File: config.mk
export PLATFORM = sky130hd
export DESIGN_NAME = alu_arbiter
export DESIGN_NICKNAME = d
export VERILOG_FILES = /design/src/rtl/alu_arbiter.sv
export SDC_FILE = /design/constraint.sdc
export NUM_CORES = 1
export LEC_CHECK = 0
export BUFFER_PORTS_ARGS = -buffer_cell sky130_fd_sc_hd__buf_2
export CAP_MARGIN = 30
export CORE_MARGIN = 2
export CORE_UTILIZATION = 45
export CTS_BUF_LIST = sky130_fd_sc_hd__clkbuf_8
export DETAILED_ROUTE_END_ITERATION = 8
export PLACE_DENSITY = 0.72
export SETUP_SLACK_MARGIN = 0.4
export SLEW_MARGIN = 5
export SYNTH_ARGS = -nofsm -noshare
export SYNTH_HDL_FRONTEND = slang
export SYNTH_SLANG_ARGS = --single-unit
File: constraint.sdc
create_clock -name Clock -period 2.15 [get_ports Clock]
set_input_delay 0.1075 -clock Clock [delete_from_list [all_inputs] [get_ports Clock]]
set_output_delay 0.1075 -clock Clock [all_outputs]
set_load 0.005 [all_outputs]
File: src/rtl/alu_arbiter.sv
// alu_arbiter: two requesters share one ALU through an IDLE/EXEC/DONE FSM.
// A grant latches the winner's operands, EXEC spans the grant cycle plus one
// compute cycle, and DONE holds the result until it is acknowledged.
module alu_arbiter #(
    parameter int N = 4
) (
    input  logic           Clock,
    input  logic           Reset,
    input  logic           req0,
    input  logic           req1,
    input  logic [N-1:0]   A0,
    input  logic [N-1:0]   B0,
    input  logic [N-1:0]   A1,
    input  logic [N-1:0]   B1,
    input  logic [1:0]     Function0,
    input  logic [1:0]     Function1,
    output logic           gnt0,
    output logic           gnt1,
    output logic           busy,
    output logic           result_valid,
    output logic [2*N-1:0] result,
    output logic           result_owner,
    input  logic           result_ack,
    output logic [7:0]     op_count
);

    typedef enum logic [1:0] {IDLE, EXEC, DONE} state_t;

    typedef struct packed {
        logic [N-1:0] a;
        logic [N-1:0] b;
        logic [1:0]   fn;
        logic         owner;
    } op_t;

    state_t         state, state_nxt;
    op_t            op_q, op_sel;
    logic           prio;       // requester favoured when both ask at once
    logic           take;       // a grant happens at this edge
    logic           win;        // index of the requester being granted
    logic           exec_go;    // second EXEC cycle: the latched op is computed
    logic           ack_go;     // result consumed at this edge
    logic [2*N-1:0] alu_out;

    // Arbitration: only sampled in IDLE; tie broken by the priority pointer
    always_comb begin
        take   = (state == IDLE) && (req0 || req1);
        win    = (req0 && req1) ? prio : req1;
        op_sel = win ? '{a: A1, b: B1, fn: Function1, owner: 1'b1}
                     : '{a: A0, b: B0, fn: Function0, owner: 1'b0};
    end

    // The first EXEC cycle is the grant-pulse cycle; compute happens in the next
    assign exec_go = (state == EXEC) && !gnt0 && !gnt1;
    assign ack_go  = (state == DONE) && result_ack;
    assign busy    = (state != IDLE);

    // Shared ALU on the latched operands only, so input changes after the
    // grant cannot disturb the in-flight result
    always_comb begin
        alu_out = '0;
        case (op_q.fn)
            2'b00: alu_out = {{N{1'b0}}, op_q.a} + {{N{1'b0}}, op_q.b};
            2'b01: alu_out = {{(2*N-1){1'b0}}, |{op_q.a, op_q.b}};
            2'b10: alu_out = {{(2*N-1){1'b0}}, &{op_q.a, op_q.b}};
            2'b11: alu_out = {op_q.a, op_q.b};
            default: alu_out = '0;
        endcase
    end

    // State register
    always_ff @(posedge Clock or posedge Reset) begin
        if (Reset) state <= IDLE;
        else       state <= state_nxt;
    end

    // Next-state: acks outside DONE and requests outside IDLE are ignored
    always_comb begin
        state_nxt = state;
        case (state)
            IDLE:    if (take)    state_nxt = EXEC;
            EXEC:    if (exec_go) state_nxt = DONE;
            DONE:    if (ack_go)  state_nxt = IDLE;
            default: state_nxt = IDLE;
        endcase
    end

    // Grant pulses, operand latch, result register, counter and pointer
    always_ff @(posedge Clock or posedge Reset) begin
        if (Reset) begin
            gnt0         <= 1'b0;
            gnt1         <= 1'b0;
            op_q         <= '0;
            result       <= '0;
            result_owner <= 1'b0;
            result_valid <= 1'b0;
            op_count     <= '0;
            prio         <= 1'b0;
        end else begin
            gnt0 <= take && !win;
            gnt1 <= take && win;
            if (take) op_q <= op_sel;
            if (exec_go) begin
                result       <= alu_out;
                result_owner <= op_q.owner;
                result_valid <= 1'b1;
            end
            if (ack_go) begin
                result_valid <= 1'b0;
                op_count     <= op_count + 8'd1;
                prio         <= ~result_owner;
            end
        end
    end

endmodule

==> impl_metrics.toml <==
[status]
status = "finished, final reports clean"

[yosys]
yosysTopAreaCell = "dfrtp_1"
synth_xor_area_share_pct = 4.448
synth.most_common_cell = "dfrtp_1"
synth_top_family_by_area = "simple AND/OR/NAND/NOR gates"
synth_area_per_cell_um2 = 10.43
synth_seq_area_share_pct = 54.01
synthArstFlopShare_pct = 100.0
syn-num-nets = 182
synth_top_area_share_pct = 54.01
synth_area_leaders = "dfrtp_1 (54%), a222oi_1 (6.4%), nand2_1 (4.5%), ha_1 (4.0%), inv_1 (2.9%)"
synth-warning-count = 0
muxShareOfSynthArea_pct = 0
synth_seq_cells = 34
synth_top_flop_cell = "dfrtp_1"
synth_commonest_cells = "dfrtp_1 (34), nand2_1 (19), inv_1 (12), nor2_1 (11), a222oi_1 (10)"
synthAdderAreaFrac_pct = 5.242
synth_edf_count = 0
synth-simple-area-share_pct = 17.63
synth_compound_area_share_pct = 13.98
synth_cell_type_count = 33
syn_inst = 151
synth_area_mm2 = 0.001575

[final_layout]
fin_nets = 233
layout-drive-gt1-share_pct = 29.56
stdcell_count = 249
area_growth_pct = 25.10
fillerInstances = 316
multi_input_area_um2 = 660.6
fin_util_pct = 59.06
ff_latch_area_um2 = 850.8
antennaDiodeCount = 0
final_cell_area_mm2 = 0.001971

[critical_path]
crit_slowest_cell = "dfrtp_1"
path_buf_inv = 0
cp.required_ns = 2.31
critical_path_class = "flop to flop"
critPathMaxFanout = 3
end_kind = "flop"
arrival_ns = 1.82
worstPathCellList = "ha_1 > fa_1 > xor2_1 > a221oi_1 > nor2_1"
startpoint_type = "flop"
crit_family = "adder cells"
slowest_delay_ns = 0.41

[timing]
fmax_ghz = 0.6045
min_period_ns = 1.654
slew_headroom_pct = 69.11
hold_viol_final = 0
setup_violations = 0
tns_ns = 0
fin_skew_ns = 0.005064
tightest_slew_ns = 0.4633
grt_setup_unrepaired = "false"
timing.final.crit_share_pct = 76.94
slew_violations = 0
whs_ns = 0.02918
worst_slack_ns = 0.4959

[grt]
grtUsageTotal_pct = 18.66
grt_max_degree = 35
grt_pass1_vias = 1351
grt-ovfl-total = 0
grt_pass1_wl_mm = 5.865
antenna_found_initial = 0

[power_and_ir_drop]
internal_power_mw = 1.684
switching_share_pct = 38.52
switchingPower_mw = 1.055
power_mw = 2.739
clockPowerShare_pct = 17.0
vdd_drop_max_v = 0.0006793
p_comb_share_pct = 39.6
p_leak_nw = 1.047
p_seq_share_pct = 43.3
power_density_mw_per_mm2 = 1390

[placed_design]
dp.cells = 238
dp_hpwl_mm = 2.530
place_ws_ns = 0.4238
placed_area_mm2 = 0.001844
io_buffers = 45
gp_congestion = 0.9045

[detailed_routing]
route.detailed.drc = 0
wire_per_inst_um = 13.53
routed_wl_mm = 3.370
ant_nets = 0
via_per_inst = 5.434
firstDrtPassIters = 5
num_vias = 1353
first_iter_violations = 81

[clock_network]
numCtsBuffers = 5
ctsLongestPathBuffers = 2
cts_tree = "built"
cts-root-buf = "clkbuf_8"
htreeDepth = 2
insertion_delay_ns = 0.28
clk_pin_slew_worst_paths_ns = 0.07
cts_sinks = 34

[run]
max-cap-violations = 0

[floorplanning]
die_area_mm2 = 0.003990
num_rows = 21
die_h_um = 63.17
coreArea_mm2 = 0.003337
ios = 46
initial_core_util_pct = 47.21
die_w_um = 63.17

[worst_hold_path]
hp-class = "primary input to flop"
==> power by group through the flow <==
| stage | Combinational [mW] | Sequential, mW | Clock (mW) |
|---|---|---|---|
| global route | 1.23 | 1.23 | 0.515 |
| finish | 1.09 | 1.19 | 0.467 |
| detailed placement | 1.05 | 1.20 | 0 |
| global placement | 1.01 | 1.17 | 0 |
| floorplan | 0.733 | 1.14 | 0 |
| CTS | 1.05 | 1.19 | 0.480 |
==> kinds of logic (layout without fill, tap and decap cells) <==
kind of cell	count (synthesis)	after routing
buffers and inverters	18	70
xor gates and xnor gates	8	8
AOI/OAI and AO/OA	30	30
DFF	34	34
and+or+nand+nor	55	55
adders and majority gates	6	6
==> cell usage in the layout, fill, tap and decap left out, drive strengths merged <==
cell type,synthesis,routed
clkbuf,1,6
ha,5,5
a21o,1,1
and3,2,2
nor4,2,2
and3b,1,1
nand4,1,1
buf,5,49
nor2b,1,1
a211oi,1,1
nor2,11,11
or3,1,1
o311ai,1,1
nand3b,1,1
nand2,19,19
a222oi,10,10
fa,1,1
clkinv,0,1
a21oi,5,5
xnor2,4,4
o21ai,9,9
dfrtp,34,34
a2111oi,1,1
nor3,2,2
dlygate4sd3,0,1
inv,12,13
nand2b,3,3
xor2,4,4
a221oi,2,2
and4,2,2
and2,1,1
nand3,8,8
==> repair_timing <==
| action | in CTS | in global routing |
|---|---|---|
| endpoints found under the hold margin | 34 | 0 |
| resized for setup | 0 | 3 |
| buffers inserted | 0 | 2 |
| hold buffers | 1 | 0 |
| setup endpoints to repair | 0 | 9 |
==> sequential cells by signal, indices dropped and copies added (netlist names) <==
name and flops:
gnt1 1, gnt0 1, op_q 11, op_count 8
result_valid 1, result_owner 1, result 8, prio 1
state 2
==> worst min-delay path: stages <==
cell	delay [ns]
buf_2	0.08
a222oi_1	0.05
inv_1	0.05
==> layout make-up <==
class / count / share of cell area (%)
Timing Repair Buffer: 50 / 13.46
Multi-Input combinational cell: 99 / 33.52
Tap cell: 46 / 2.921
Sequential cell: 34 / 43.17
Inverter: 12 / 2.286
Clock inverter: 2 / 0.4444
Clock buffer: 6 / 4.190
==> metal layers <==
metal	vias to the layer above	routed length [um]	part of all wire (%)	global-route usage [%]
met2	51	1648	49	30.72
li1	642	-	-	-
met1	651	1430	42	22.49
met3	9	221	6.6	5.179
met4	0	69	2.0	9.167
met5	-	0	0	0
==> path summary, 6_finish.rpt <==
check | startpoint | slack, ns | to | depth (start not counted)
setup reg to reg | op_q[3] | 0.50 | result[2] | 5
hold reg to reg | result[5] | 0.47 | result[5] | 2
max in group asynchronous | Reset | 1.40 | result_owner | 4
min in group asynchronous | Reset | 0.45 | op_count[7] | 4
hold / removal | Function1[1] | 0.03 | op_q[2] | 3
setup / recovery | op_q[3] | 0.50 | result[2] | 5
Note: power is estimated with default switching activity, not from simulation.
